**src/rtl/pixie_pkg.sv**
```systemverilog
// Shared constants and position decode for the CDP1861 (Pixie) front end.
// Timing counts, display window, INT lines and EFx windows all live here.
package pixie_pkg;

  localparam int CLKS_PER_MC     = 8;
  localparam int MC_PER_LINE     = 14;
  localparam int LINES_PER_FRAME = 262;

  localparam int PH_W   = 3;
  localparam int MC_W   = 4;
  localparam int LINE_W = 9;

  localparam logic [PH_W-1:0]   PH_LAST   = PH_W'(CLKS_PER_MC - 1);
  localparam logic [MC_W-1:0]   MC_LAST   = MC_W'(MC_PER_LINE - 1);
  localparam logic [LINE_W-1:0] LINE_LAST = LINE_W'(LINES_PER_FRAME - 1);

  localparam logic [1:0] SC_S2 = 2'b10;

  localparam logic [LINE_W-1:0] FIRST_DISP_LINE = 9'd80;
  localparam logic [LINE_W-1:0] LAST_DISP_LINE  = 9'd207;
  localparam logic [LINE_W-1:0] INT_LINE_0      = 9'd78;
  localparam logic [LINE_W-1:0] INT_LINE_1      = 9'd79;
  localparam logic [LINE_W-1:0] EF_TOP_LO       = 9'd76;
  localparam logic [LINE_W-1:0] EF_TOP_HI       = 9'd79;
  localparam logic [LINE_W-1:0] EF_BOT_LO       = 9'd204;
  localparam logic [LINE_W-1:0] EF_BOT_HI       = 9'd207;

  localparam logic [MC_W-1:0] DMA_MC_LO     = 4'd1;
  localparam logic [MC_W-1:0] DMA_MC_HI     = 4'd8;
  localparam logic [3:0]      BYTES_PER_ROW = 4'd8;

  typedef struct packed {
    logic disp_line;
    logic int_line;
    logic ef_line;
    logic dma_mc;
  } pos_flags_t;

  function automatic logic is_disp_line(input logic [LINE_W-1:0] l);
    return (l >= FIRST_DISP_LINE) && (l <= LAST_DISP_LINE);
  endfunction

  function automatic pos_flags_t decode_pos(input logic [LINE_W-1:0] l,
                                            input logic [MC_W-1:0]   m);
    pos_flags_t f;
    f.disp_line = is_disp_line(l);
    f.int_line  = (l == INT_LINE_0) || (l == INT_LINE_1);
    f.ef_line   = ((l >= EF_TOP_LO) && (l <= EF_TOP_HI)) ||
                  ((l >= EF_BOT_LO) && (l <= EF_BOT_HI));
    f.dma_mc    = (m >= DMA_MC_LO) && (m <= DMA_MC_HI);
    return f;
  endfunction

endpackage

```
**src/rtl/pixie_dma_ctrl_if.sv**
```systemverilog
// CPU-side bus and frame-buffer write port of the Pixie front end.
// dma_underrun exists only when PIXIE_DMA_CHECK_EN is defined.
interface pixie_dma_ctrl_if;
  import pixie_pkg::*;

  logic [1:0]        SC;
  logic              disp_on;
  logic              disp_off;
  logic [7:0]        data_in;
  logic              DMAO;
  logic              INT;
  logic              EFx;
  // mem_wr_en is a valid-only strobe: the buffer has no ready, every pulse is one accepted write.
  logic [9:0]        mem_addr;
  logic [7:0]        mem_data;
  logic              mem_wr_en;
`ifdef PIXIE_DMA_CHECK_EN
  logic              dma_underrun;
`endif
  logic [PH_W-1:0]   dbg_ph;
  logic [MC_W-1:0]   dbg_mc;
  logic [LINE_W-1:0] dbg_line;

  modport master (
    output SC, disp_on, disp_off, data_in,
    input  DMAO, INT, EFx, mem_addr, mem_data, mem_wr_en,
`ifdef PIXIE_DMA_CHECK_EN
    input  dma_underrun,
`endif
    input  dbg_ph, dbg_mc, dbg_line
  );

  modport slave (
    input  SC, disp_on, disp_off, data_in,
    output DMAO, INT, EFx, mem_addr, mem_data, mem_wr_en,
`ifdef PIXIE_DMA_CHECK_EN
    output dma_underrun,
`endif
    output dbg_ph, dbg_mc, dbg_line
  );
endinterface

```
**src/rtl/pixie_timing_gen.sv**
```systemverilog
// Phase / machine-cycle / scan-line counters of the Pixie, advancing on clk_enable,
// plus decoded flags for the current line and for the position reached at the next phase wrap.
module pixie_timing_gen
  import pixie_pkg::*;
(
  input  logic              clk,
  input  logic              reset,
  input  logic              clk_enable,
  output logic [PH_W-1:0]   ph,
  output logic [MC_W-1:0]   mc,
  output logic [LINE_W-1:0] line,
  output logic              ph_wrap,
  output logic              last_mc,
  output logic              cur_disp_line,
  output pos_flags_t        nxt_flags
);

  logic [MC_W-1:0]   mc_nxt;
  logic [LINE_W-1:0] line_nxt;

  always_comb begin
    ph_wrap  = clk_enable && (ph == PH_LAST);
    last_mc  = (mc == MC_LAST);
    mc_nxt   = last_mc ? '0 : mc + MC_W'(1);
    line_nxt = line;
    if (last_mc) begin
      line_nxt = (line == LINE_LAST) ? '0 : line + LINE_W'(1);
    end
    cur_disp_line = is_disp_line(line);
    nxt_flags     = decode_pos(line_nxt, mc_nxt);
  end

  always_ff @(posedge clk) begin
    if (reset) begin
      ph   <= '0;
      mc   <= '0;
      line <= '0;
    end else if (clk_enable) begin
      ph <= ph_wrap ? '0 : ph + PH_W'(1);
      if (ph_wrap) begin
        mc   <= mc_nxt;
        line <= line_nxt;
      end
    end
  end

endmodule

```
**src/rtl/pixie_dma_ctrl.sv**
```systemverilog
// CDP1861 (Pixie) front end: display-enable latch, DMAO/INT/EFx generation and S2 capture
// into the frame-buffer write port. Optional underrun monitor under PIXIE_DMA_CHECK_EN.
module pixie_dma_ctrl
  import pixie_pkg::*;
(
  input  logic            clk,
  input  logic            reset,
  input  logic            clk_enable,
  pixie_dma_ctrl_if.slave bus
);

  logic [PH_W-1:0]   ph;
  logic [MC_W-1:0]   mc;
  logic [LINE_W-1:0] line;
  logic              ph_wrap;
  logic              last_mc;
  logic              cur_disp_line;
  pos_flags_t        nxt_flags;

  pixie_timing_gen u_timing (
    .clk           (clk),
    .reset         (reset),
    .clk_enable    (clk_enable),
    .ph            (ph),
    .mc            (mc),
    .line          (line),
    .ph_wrap       (ph_wrap),
    .last_mc       (last_mc),
    .cur_disp_line (cur_disp_line),
    .nxt_flags     (nxt_flags)
  );

  logic       disp_en;
  logic       disp_en_nxt;
  logic       capture;
  logic [3:0] byte_idx;
  logic [3:0] byte_idx_inc;
  logic [6:0] row;
  logic       dmao_q;
  logic       int_q;
  logic       efx_q;
  logic       wr_en_q;
  logic [9:0] addr_q;
  logic [7:0] data_q;

  always_comb begin
    disp_en_nxt = disp_en;
    if (clk_enable) begin
      if (bus.disp_off) begin
        disp_en_nxt = 1'b0;
      end else if (bus.disp_on) begin
        disp_en_nxt = 1'b1;
      end
    end
    // A row holds 8 bytes; extra S2 cycles in the same line are dropped, never wrapped.
    capture      = ph_wrap && (bus.SC == SC_S2) && disp_en && cur_disp_line &&
                   (byte_idx < BYTES_PER_ROW);
    byte_idx_inc = byte_idx + {3'b000, capture};
    row          = 7'(line - FIRST_DISP_LINE);
  end

  always_ff @(posedge clk) begin
    if (reset) begin
      disp_en  <= 1'b0;
      byte_idx <= '0;
      dmao_q   <= 1'b0;
      int_q    <= 1'b0;
      efx_q    <= 1'b0;
      wr_en_q  <= 1'b0;
      addr_q   <= '0;
      data_q   <= '0;
    end else begin
      disp_en <= disp_en_nxt;
      wr_en_q <= capture;
      if (capture) begin
        data_q <= bus.data_in;
        addr_q <= {row, byte_idx[2:0]};
      end
      // Outputs describe the machine cycle being entered, so they use the next position.
      if (ph_wrap) begin
        byte_idx <= last_mc ? '0 : byte_idx_inc;
        dmao_q   <= disp_en_nxt && nxt_flags.disp_line && nxt_flags.dma_mc;
        int_q    <= disp_en_nxt && nxt_flags.int_line;
        efx_q    <= nxt_flags.ef_line;
      end
    end
  end

`ifdef PIXIE_DMA_CHECK_EN
  logic underrun_q;

  always_ff @(posedge clk) begin
    if (reset) begin
      underrun_q <= 1'b0;
    end else if (clk_enable && bus.disp_on) begin
      underrun_q <= 1'b0;
    end else if (ph_wrap && last_mc && disp_en && cur_disp_line &&
                 (byte_idx_inc < BYTES_PER_ROW)) begin
      underrun_q <= 1'b1;
    end
  end

  assign bus.dma_underrun = underrun_q;
`else
  // Without the monitor the byte count only steers capture and row addressing.
`endif

  assign bus.DMAO      = dmao_q;
  assign bus.INT       = int_q;
  assign bus.EFx       = efx_q;
  assign bus.mem_wr_en = wr_en_q;
  assign bus.mem_addr  = addr_q;
  assign bus.mem_data  = data_q;
  assign bus.dbg_ph    = ph;
  assign bus.dbg_mc    = mc;
  assign bus.dbg_line  = line;

endmodule
```
**src/flat_wrapper.sv**
```systemverilog
// flat-port wrapper written by rule: the top's interface ports become plain ports
module pixie_dma_ctrl_flat import pixie_pkg::*;
  (clk, reset, clk_enable, bus_SC, bus_disp_on, bus_disp_off, bus_data_in, bus_DMAO, bus_INT, bus_EFx, bus_mem_addr, bus_mem_data, bus_mem_wr_en, bus_dbg_ph, bus_dbg_mc, bus_dbg_line);
  pixie_dma_ctrl_if bus_i ();
  input  logic clk;
  input  logic reset;
  input  logic clk_enable;
  input wire logic [$bits(bus_i.SC)-1:0] bus_SC;
  input wire logic [$bits(bus_i.disp_on)-1:0] bus_disp_on;
  input wire logic [$bits(bus_i.disp_off)-1:0] bus_disp_off;
  input wire logic [$bits(bus_i.data_in)-1:0] bus_data_in;
  output wire logic [$bits(bus_i.DMAO)-1:0] bus_DMAO;
  output wire logic [$bits(bus_i.INT)-1:0] bus_INT;
  output wire logic [$bits(bus_i.EFx)-1:0] bus_EFx;
  output wire logic [$bits(bus_i.mem_addr)-1:0] bus_mem_addr;
  output wire logic [$bits(bus_i.mem_data)-1:0] bus_mem_data;
  output wire logic [$bits(bus_i.mem_wr_en)-1:0] bus_mem_wr_en;
  output wire logic [$bits(bus_i.dbg_ph)-1:0] bus_dbg_ph;
  output wire logic [$bits(bus_i.dbg_mc)-1:0] bus_dbg_mc;
  output wire logic [$bits(bus_i.dbg_line)-1:0] bus_dbg_line;
  assign bus_i.SC = bus_SC;
  assign bus_i.disp_on = bus_disp_on;
  assign bus_i.disp_off = bus_disp_off;
  assign bus_i.data_in = bus_data_in;
  assign bus_DMAO = bus_i.DMAO;
  assign bus_INT = bus_i.INT;
  assign bus_EFx = bus_i.EFx;
  assign bus_mem_addr = bus_i.mem_addr;
  assign bus_mem_data = bus_i.mem_data;
  assign bus_mem_wr_en = bus_i.mem_wr_en;
  assign bus_dbg_ph = bus_i.dbg_ph;
  assign bus_dbg_mc = bus_i.dbg_mc;
  assign bus_dbg_line = bus_i.dbg_line;
  pixie_dma_ctrl u_core (.clk(clk), .reset(reset), .clk_enable(clk_enable), .bus(bus_i));
endmodule
```
**config.mk**
```make
export PLATFORM = sky130hd
export DESIGN_NAME = pixie_dma_ctrl_flat
export DESIGN_NICKNAME = d
export VERILOG_FILES = /design/src/rtl/pixie_pkg.sv /design/src/rtl/pixie_dma_ctrl_if.sv /design/src/rtl/pixie_timing_gen.sv /design/src/rtl/pixie_dma_ctrl.sv /design/src/flat_wrapper.sv
export SDC_FILE = /design/constraint.sdc
export NUM_CORES = 1
export LEC_CHECK = 0
export ABC_AREA = 1
export CORE_MARGIN = 4
export CORE_UTILIZATION = 30
export CTS_BUF_LIST = sky130_fd_sc_hd__clkbuf_2 sky130_fd_sc_hd__clkbuf_4 sky130_fd_sc_hd__clkbuf_8
export DETAILED_ROUTE_END_ITERATION = 12
export HOLD_SLACK_MARGIN = 0.05
export PLACE_DENSITY = 0.54
export RECOVER_POWER = 25
export SLEW_MARGIN = 20
export SYNTH_ARGS = -nofsm -noshare
export SYNTH_HDL_FRONTEND = slang
export SYNTH_SLANG_ARGS = --single-unit
```
**constraint.sdc**
```tcl
create_clock -name clk -period 2.4 [get_ports clk]
set_input_delay 0.6 -clock clk [delete_from_list [all_inputs] [get_ports clk]]
set_output_delay 0.6 -clock clk [all_outputs]
set_load 0.01 [all_outputs]
```
[After elaboration in Yosys (flattened, before gate mapping)]
Cells that the tools add are included.
Storage, ports and cells
  register bits: 43
  output and inout bits: 38
  logic and storage cells: 56
Operators by class
  $add $sub $neg: 5
  magnitude comparators: 10
  eq/ne operators: 6
  mux-type cells: 8
  reduce and logical (&&, ||, !) cells: 16
Operators by type and width (number)
  9-bit by 7-bit >= comparator with 1-bit output (second input constant): 3
  9-bit by 7-bit == test with 1-bit output (second input constant): 2
  9-bit by 8-bit <= comparator with 1-bit output (second input constant): 2
  9-bit two-way mux: 2
  1-bit logical AND: 13
  9-bit by 1-bit adder with 9-bit output (second input constant): 1
  9-bit == test (second input constant): 1
  9-bit by 8-bit >= comparator with 1-bit output (second input constant): 1
  9-bit by 7-bit <= comparator with 1-bit output (second input constant): 1
  4-bit two-way mux: 2
  7-bit subtractor (second input constant): 1
  4-bit by 1-bit adder with 4-bit output: 1
  4-bit by 1-bit adder with 4-bit output (second input constant): 1
  4-bit == test (second input constant): 1
  4-bit by 1-bit >= comparator with 1-bit output (second input constant): 1
  4-bit <= comparator (second input constant): 1
  4-bit < comparator (second input constant): 1
  3-bit by 1-bit adder with 3-bit output (second input constant): 1
  3-bit == test (second input constant): 1
  1-bit two-way mux: 3
  3-bit two-way mux: 1
  2-bit == test (second input constant): 1
  1-bit logical OR: 2
  2-bit AND reduction: 1

[Logic depth before layout (Yosys ltp)]
Gate-level depths: netlist of run 1.
  word-level depth: 8
  mapped depth: 16

[Modules after synthesis]
Synthesis of run 1 repeated with hierarchy kept, for this count alone.
Unflattened totals
  cell total of the unflattened synthesis: 356
  area, all modules: 2478.6 sq um
Modules (own cells, without submodules)
  pixie_dma_ctrl: times used 1, cells each 172, area an instance 1291.2 sq um, sequential area each 540.5 sq um
  pixie_timing_gen: times used 1, cells each 184, area an instance 1187.4 sq um, sequential area each 320.3 sq um

[Least setup slack after synthesis of run 1]
Ideal clock, no wire load.
  kind: register to register
  start: register u_core.u_timing.ph[0]
  end: register u_core.byte_idx[1]
  setup time: 131 ps
  arrival time: 2059 ps
  data required time: 2269 ps
  path slack: 210 ps
  stages on the path, launching flop included: 14
  buffers on the path: 1
  clock period less this slack: 2190 ps
  cells stage by stage: dfxtp_1 -> ha_1 -> ha_1 -> nand2_4 -> inv_2 -> nand3_2 -> nor4_2 -> nand2_2 -> inv_2 -> buf_6 -> ha_1 -> ha_1 -> nor2_1 -> nor3_1
On the way
  word-level cells in the longest chain between the ends: 8
Ends and longest elaborated chain
  start, declared: line pixie_timing_gen.sv:9  | output logic [PH_W-1:0] ph,
  start signal, assigned: line pixie_timing_gen.sv:39  | ph <= ph_wrap ? '0 : ph + PH_W'(1);
  3-bit == test: line pixie_timing_gen.sv:22  | ph_wrap = clk_enable && (ph == PH_LAST);
  1-bit logical AND: line pixie_timing_gen.sv:22
  1-bit logical AND (4 in a row): line pixie_dma_ctrl.sv:56  | capture = ph_wrap && (bus.SC == SC_S2) && disp_en && cur_disp_line &&
  net u_core.capture: line pixie_dma_ctrl.sv:35  | logic capture;
  4-bit by 1-bit adder with 4-bit output: line pixie_dma_ctrl.sv:58  | byte_idx_inc = byte_idx + {3'b000, capture};
  4-bit two-way mux: line pixie_dma_ctrl.sv:81  | byte_idx <= last_mc ? '0 : byte_idx_inc;
  end signal, assigned: line pixie_dma_ctrl.sv:81
  end, declared: line pixie_dma_ctrl.sv:36  | logic [3:0] byte_idx;
The timed path passes the listed nets, and every way through them passes these cells.
A chain may end at the register's enable or synchronous reset.

[Worst setup path in the final report of run 1]
  start: input clk_enable
  end: register u_core.byte_idx[2]
On the way
  word-level cells in the longest chain between the ends: 7
Ends and longest elaborated chain
  start, declared: line flat_wrapper.sv:7  | input logic clk_enable;
  1-bit logical AND (*): line pixie_timing_gen.sv:22
  1-bit logical AND (4 in a row): line pixie_dma_ctrl.sv:56
  4-bit by 1-bit adder with 4-bit output: line pixie_dma_ctrl.sv:58
  4-bit two-way mux: line pixie_dma_ctrl.sv:81
Every way passes the cells marked *; elsewhere a longest branch is shown, timed or not.

==> impl_metrics.env, run 1 <==
export IMPL_syn_num_nets=373
export IMPL_crit_top_cell="ha_1"
export IMPL_skew_ns=0.00670
export IMPL_die_w_microns=98.3
export IMPL_irDropWorstVdd_uv=199
export IMPL_antenna_found_initial=0
export IMPL_final_nets=430
export IMPL_gr_total_overflow=0
export IMPL_arrival_ns=2.27
export IMPL_layout_commonest_cell="nor2_1"
export IMPL_path_clk_slew_ns=0.09
export IMPL_final_cell_mix="69 x nor2_1, 52 x nand2_1, 50 x clkdlybuf4s50_1"
export IMPL_setup_viol=0
export IMPL_pwr_density_cell_mw_per_mm2=425
export IMPL_drt_pass1_iterations=4
export IMPL_cp_slowest_cell="clkdlybuf4s50_1"
export IMPL_total_power_uw=1360
export IMPL_start_util_pct=31.3
export IMPL_fmaxAchievable_mhz=477
export IMPL_rows=32
export IMPL_cts_root_buffer="clkbuf_8"
export IMPL_finalMaxSlewViolations=0
export IMPL_drt_wl_total_microns=6280
export IMPL_hp_start="u_core.bus.mem_addr[2]$_SDFFE_PP0P_"
export IMPL_status="finished clean"
export IMPL_seq_area_frac_synth_pct=35.2
export IMPL_crit_chain="clkdlybuf4s50_1, nand2_4, inv_1, nand3_2, nor4_2, nand2_2, inv_2, ha_1, ha_1, nand2_1, xor2_1, nor2_1"
export IMPL_cts_made_buffers=5
export IMPL_drc=0
export IMPL_worstSetupStartpoint="clk_enable"
export IMPL_dp_hpwl_microns=4790
export IMPL_cts_resized=0
export IMPL_dieArea_sq_mm=0.00965
export IMPL_cap_violations=0
export IMPL_cts_buffer_depth=2
export IMPL_grt_usage_pct=13.5
export IMPL_vias=2321
export IMPL_dieHeight_microns=98.3
export IMPL_drt_initial_drc_count=84
export IMPL_final_hold_viol_count=0
export IMPL_r2r_start="u_core.u_timing.line[3]$_SDFFE_PP0P_"
export IMPL_syn_inst=344
export IMPL_grt_max_degree=32
export IMPL_endpoint_kind="flop"
export IMPL_io_pins=53
export IMPL_worst_pin_slew_ns=0.554
export IMPL_dpl_cell_area_sq_mm=0.00310
export IMPL_period_share_pct=87.3
export IMPL_synth_seq_cells=43
export IMPL_cts_num_sinks=43
export IMPL_setup_tns_ns=0
export IMPL_clk_latency_ns=0.30
export IMPL_hold_path_class="flop to flop"
export IMPL_synth_avg_cell_area_sq_um=7.10
export IMPL_io_buffers=52
export IMPL_antenna_cells=0
export IMPL_core_sq_mm=0.00781
export IMPL_maxSlewHeadroom_pct=63.1
export IMPL_fin_area_sq_mm=0.00320
export IMPL_post_cts_buffers=0
export IMPL_cts_tree="yes"
export IMPL_grt_pass1_wl_microns=10800
export IMPL_leakage_uw=0.00131
export IMPL_htree_levels=2
export IMPL_post_drt_wl_per_cell_microns=12.5
export IMPL_whs_ns=0.478
export IMPL_synth_area_sq_mm=0.00244
export IMPL_cp_start_kind="primary input"
export IMPL_period_minus_slack_ns=2.10
export IMPL_areaGrowthSynthToFinish_pct=30.9
export IMPL_ys_types=33
export IMPL_path_class="primary input to flop"
export IMPL_cp_max_fo=3
export IMPL_max_stage_delay_ns=0.54
export IMPL_drive_gt1_share_pct=12.4
export IMPL_viasPerCell=4.61
export IMPL_postRouteAntennaNets=0
export IMPL_yosysWarningCount=0
export IMPL_required_ns=2.58
export IMPL_fin_util_pct=41.0
export IMPL_cts_hold_buf=0
export IMPL_gp_congestion=0.830
export IMPL_rsz0062_at_grt="false"
export IMPL_grt_pass1_vias=2344
[critical path, delay by kind of cell]
| family | cells | cell delay, ns |
|---|---|---|
| buffers and inverters | 3 | 0.68 |
| adder cells (fa/ha/maj) | 2 | 0.29 |
| AND/OR/NAND/NOR | 6 | 0.54 |
| XOR/XNOR | 1 | 0.16 |
[Yosys cell counts, drive strengths merged]
library cell / count / area share [%]
ha: 14 / 7.2
nand4: 5 / 1.3
o21ai: 35 / 7.2
o211ai: 1 / 0.31
nand3: 27 / 7.7
nor3: 7 / 1.4
buf: 11 / 3.5
a31oi: 1 / 0.26
clkbuf: 6 / 0.92
xor2: 2 / 0.72
nor4: 2 / 0.77
xnor2: 1 / 0.36
dfxtp: 43 / 35
inv: 33 / 5.1
nor2: 76 / 14
nand3b: 1 / 0.31
nand2: 58 / 9.7
a211oi: 1 / 0.31
a21oi: 20 / 4.2
[stage by stage]
stage | cells | worst slack (ns)
after global placement | 496 | 0.0196
after CTS | 504 | 0.320
after global routing | 504 | 0.0952
after detailed placement | 496 | 0.000488
final | 504 | 0.305
after floorplan | 344 | 0.210
[sequential cells by signal, summed over array words and instances (netlist names)]
| signal | flops |
|---|---|
| u_core.bus.mem_addr | 10 |
| u_core.u_timing.line | 9 |
| u_core.bus.mem_data | 8 |
| u_core.byte_idx | 4 |
| u_core.u_timing.mc | 4 |
| u_core.u_timing.ph | 3 |
| u_core.bus.DMAO | 1 |
| u_core.bus.EFx | 1 |
| u_core.bus.INT | 1 |
| u_core.bus.mem_wr_en | 1 |
| u_core.disp_en | 1 |
[per-layer routing]
| layer | GRT usage [%] | vias up | routed length, microns | share of wire, % |
|---|---|---|---|---|
| li1 | - | 1223 | - | - |
| met1 | 16.3 | 1046 | 2860 | 45 |
| met2 | 24.4 | 45 | 3100 | 49 |
| met3 | 2.71 | 7 | 265 | 4.2 |
| met4 | 3.68 | 0 | 60 | 0.96 |
| met5 | 0 | - | 0 | 0 |
[cell families (layout without fill, tap and decap cells)]
logic type / after synthesis / in the layout / share of synthesized area, %
fa+ha+maj: 14 / 14 / 7.17
flops: 43 / 43 / 35.2
simple gates: 176 / 176 / 34.8
buf+inv: 50 / 108 / 9.47
xor+xnor: 3 / 3 / 1.08
compound gates: 58 / 58 / 12.3
[power by group]
group          internal, uW  total (uW)  switching (uW)
Clock                   310         574             264
Sequential              716         720            3.27
Combinational          36.9        65.4            28.4
[worst paths after layout]
check | end | slack, ns | cells after the start
max | u_core.byte_idx[2]$_SDFFE_PP0N_ | 0.30 | 12
min | u_core.bus.mem_addr[2]$_SDFFE_PP0P_ | 0.48 | 2
max reg2reg | u_core.byte_idx[2]$_SDFFE_PP0N_ | 0.37 | 10
min reg2reg | u_core.bus.mem_addr[2]$_SDFFE_PP0P_ | 0.48 | 2
[final cells by class]
cell class,instances,area (sq um)
timing repair buffer,67,623
sequential,43,861
clock inverter,3,43.8
multi-input combinational,251,1350
tap,102,128
fill,843,4610
clock buffer,5,68.8
inverter,33,124
No activity file was read; power rests on OpenSTA's default activity.
==> run 2: changes to the inputs <==
- CAP_MARGIN: unset -> 30
- DONT_BUFFER_PORTS: unset -> 1
- PLACE_DENSITY: 0.54 -> 0.46
- REMOVE_ABC_BUFFERS: unset -> 1
==> impl_metrics.env, run 2 (same netlist as run 1, synthesis figures left out) <==
export IMPL_cts_tree="yes"
export IMPL_areaGrowthSynthToFinish_pct=8.76
export IMPL_antenna_found_initial=0
export IMPL_r2r_start="u_core.u_timing.ph[0]$_SDFFE_PP0P_"
export IMPL_htree_levels=2
export IMPL_worst_pin_slew_ns=0.479
export IMPL_cts_resized=0
export IMPL_leakage_uw=0.00111
export IMPL_grt_pass1_vias=2007
export IMPL_maxSlewHeadroom_pct=67.7
export IMPL_endpoint_kind="flop"
export IMPL_swShare_pct=23.6
export IMPL_die_w_microns=98.3
export IMPL_drt_initial_drc_count=146
export IMPL_pwr_density_cell_mw_per_mm2=464
export IMPL_dieHeight_microns=98.3
export IMPL_status="finished clean"
export IMPL_largest_register_ffs=10
export IMPL_final_cell_mix="69 x nor2_1, 52 x nand2_1, 43 x dfxtp_1"
export IMPL_final_nets=376
export IMPL_period_share_pct=87.0
export IMPL_cap_violations=0
export IMPL_skew_ns=0.00330
export IMPL_seq_power_share_pct=58.5
export IMPL_drt_wl_total_microns=6250
export IMPL_intPower_uw=942
export IMPL_gr_total_overflow=0
export IMPL_dp_hpwl_microns=4630
export IMPL_worstHoldPathCells=1
export IMPL_setup_viol=0
export IMPL_grt_usage_pct=13.1
export IMPL_cts_made_buffers=5
export IMPL_hold_path_class="primary input to flop"
export IMPL_total_power_uw=1230
export IMPL_arrival_ns=2.31
export IMPL_path_class="flop to flop"
export IMPL_drc=0
export IMPL_grt_max_degree=32
export IMPL_hold_end="u_core.u_timing.line[0]$_SDFFE_PP0P_"
export IMPL_final_hold_viol_count=0
export IMPL_layout_commonest_cell="nor2_1"
export IMPL_r2r_cells=13
export IMPL_rrSetupSlack_ns=0.31
export IMPL_core_sq_mm=0.00781
export IMPL_hp_start="reset"
export IMPL_clk_latency_ns=0.30
export IMPL_cts_buffer_depth=2
export IMPL_cts_root_buffer="clkbuf_8"
export IMPL_power_share_clock_pct=39.3
export IMPL_fmaxAchievable_mhz=479
export IMPL_gp_congestion=0.800
export IMPL_rsz0062_at_grt="false"
export IMPL_io_buffers=0
export IMPL_switching_power_uw=292
export IMPL_required_ns=2.63
export IMPL_io_pins=53
export IMPL_place_ws_ns=0.206
export IMPL_grt_pass1_wl_microns=10200
export IMPL_irDropWorstVdd_uv=197
export IMPL_dieArea_sq_mm=0.00965
export IMPL_cts_num_sinks=43
export IMPL_path_clk_slew_ns=0.09
export IMPL_post_drt_wl_per_cell_microns=13.9
export IMPL_viasPerCell=4.75
export IMPL_cts_hold_buf=0
export IMPL_start_util_pct=31.3
export IMPL_finalMaxSlewViolations=0
export IMPL_drive_gt1_share_pct=14.7
export IMPL_cp_max_fo=9
export IMPL_rows=32
export IMPL_r2r_end="u_core.byte_idx[3]$_SDFFE_PP0N_"
export IMPL_antenna_cells=0
export IMPL_cp_start_kind="flop"
export IMPL_fin_ws_ns=0.312
export IMPL_vias=2137
export IMPL_post_cts_buffers=0
export IMPL_comb_power_share_pct=2.2
export IMPL_period_minus_slack_ns=2.09
export IMPL_drt_pass1_iterations=4
export IMPL_postRouteAntennaNets=0
[run 2: changes by cell type in the layout (fill, tap and decap cells not counted)]
cell	change
inv_2	+1
clkbuf_4	+1
clkinv_4	-1
nand3_2	-1
buf_4	+1
clkbuf_2	-1
clkinvlp_4	+1
bufinv_16	-1
nand3_4	+1
dlygate4sd3_1	-2
inv_1	-1
clkdlybuf4s50_1	-50
clkbuf_1	-2
[run 2: power by group through the flow]
| stage | logic, uW | registers, uW | clock network (uW) |
|---|---|---|---|
| after global routing | 31.4 | 722 | 535 |
| final | 27.1 | 721 | 485 |
| after detailed placement | 27.6 | 739 | 0 |
| after floorplan | 19.8 | 738 | 0 |
| after global placement | 27.4 | 738 | 0 |
| after CTS | 27.7 | 722 | 510 |
[run 2: cell type report]
| type | count | area, sq um |
|---|---|---|
| fillers | 837 | 5150 |
| well taps | 102 | 128 |
| flip-flops and latches | 43 | 861 |
| multi-input cells | 251 | 1360 |
| clock buffers | 6 | 76.3 |
| inverters | 33 | 124 |
| clock inverters | 2 | 12.5 |
| repair buffers | 13 | 97.6 |
[run 2: metrics by stage]
step	TNS (ns)	hold WS, ns	area [sq um]	instances	util, %
after CTS	0	0.345	2650	450	33.9
final	0	0.356	2660	450	34.0
after global placement	0	0.486	2560	442	32.8
after floorplan	-0.444	0.476	2340	327	-
after global routing	0	0.333	2660	450	34.0
after detailed placement	0	0.505	2560	442	32.8
[run 2: worst max path at each step]
| stage | depth (start not counted) | to | slack [ns] | startpoint |
|---|---|---|---|---|
| final | 13 | u_core.byte_idx[3]$_SDFFE_PP0N_ | 0.31 | u_core.u_timing.ph[0]$_SDFFE_PP0P_ |
| after global routing | 12 | u_core.bus.DMAO$_SDFFE_PP0N_ | 0.04 | u_core.u_timing.mc[0]$_SDFFE_PP0P_ |
| after CTS | 12 | u_core.bus.EFx$_SDFFE_PP0N_ | 0.20 | u_core.u_timing.mc[0]$_SDFFE_PP0P_ |
| after detailed placement | 12 | u_core.bus.EFx$_SDFFE_PP0N_ | 0.21 | u_core.u_timing.mc[0]$_SDFFE_PP0P_ |
| after global placement | 12 | u_core.bus.EFx$_SDFFE_PP0N_ | 0.26 | u_core.u_timing.mc[0]$_SDFFE_PP0P_ |
| after floorplan | 13 | u_core.byte_idx[2]$_SDFFE_PP0N_ | -0.17 | u_core.u_timing.ph[0]$_SDFFE_PP0P_ |
[run 2: metal layers]
layer | global-route usage, % | vias to the layer above | wire length (microns)
li1 | - | 1114 | -
met1 | 16.9 | 952 | 2850
met2 | 20.4 | 62 | 2770
met3 | 4.36 | 9 | 520
met4 | 4.52 | 0 | 108
met5 | 0 | - | 0
[run 2: critical path, cell delays in order (launching register included)]
cell and delay (ns):
dfxtp_1 0.44, ha_1 0.18, ha_1 0.20, nand2_4 0.10, inv_2 0.07, nand3_2 0.06
nor4_2 0.24, nand2_2 0.09, inv_2 0.06, ha_1 0.15, nand3_1 0.11, nor2_1 0.11
nor2_1 0.05, nor3_1 0.15
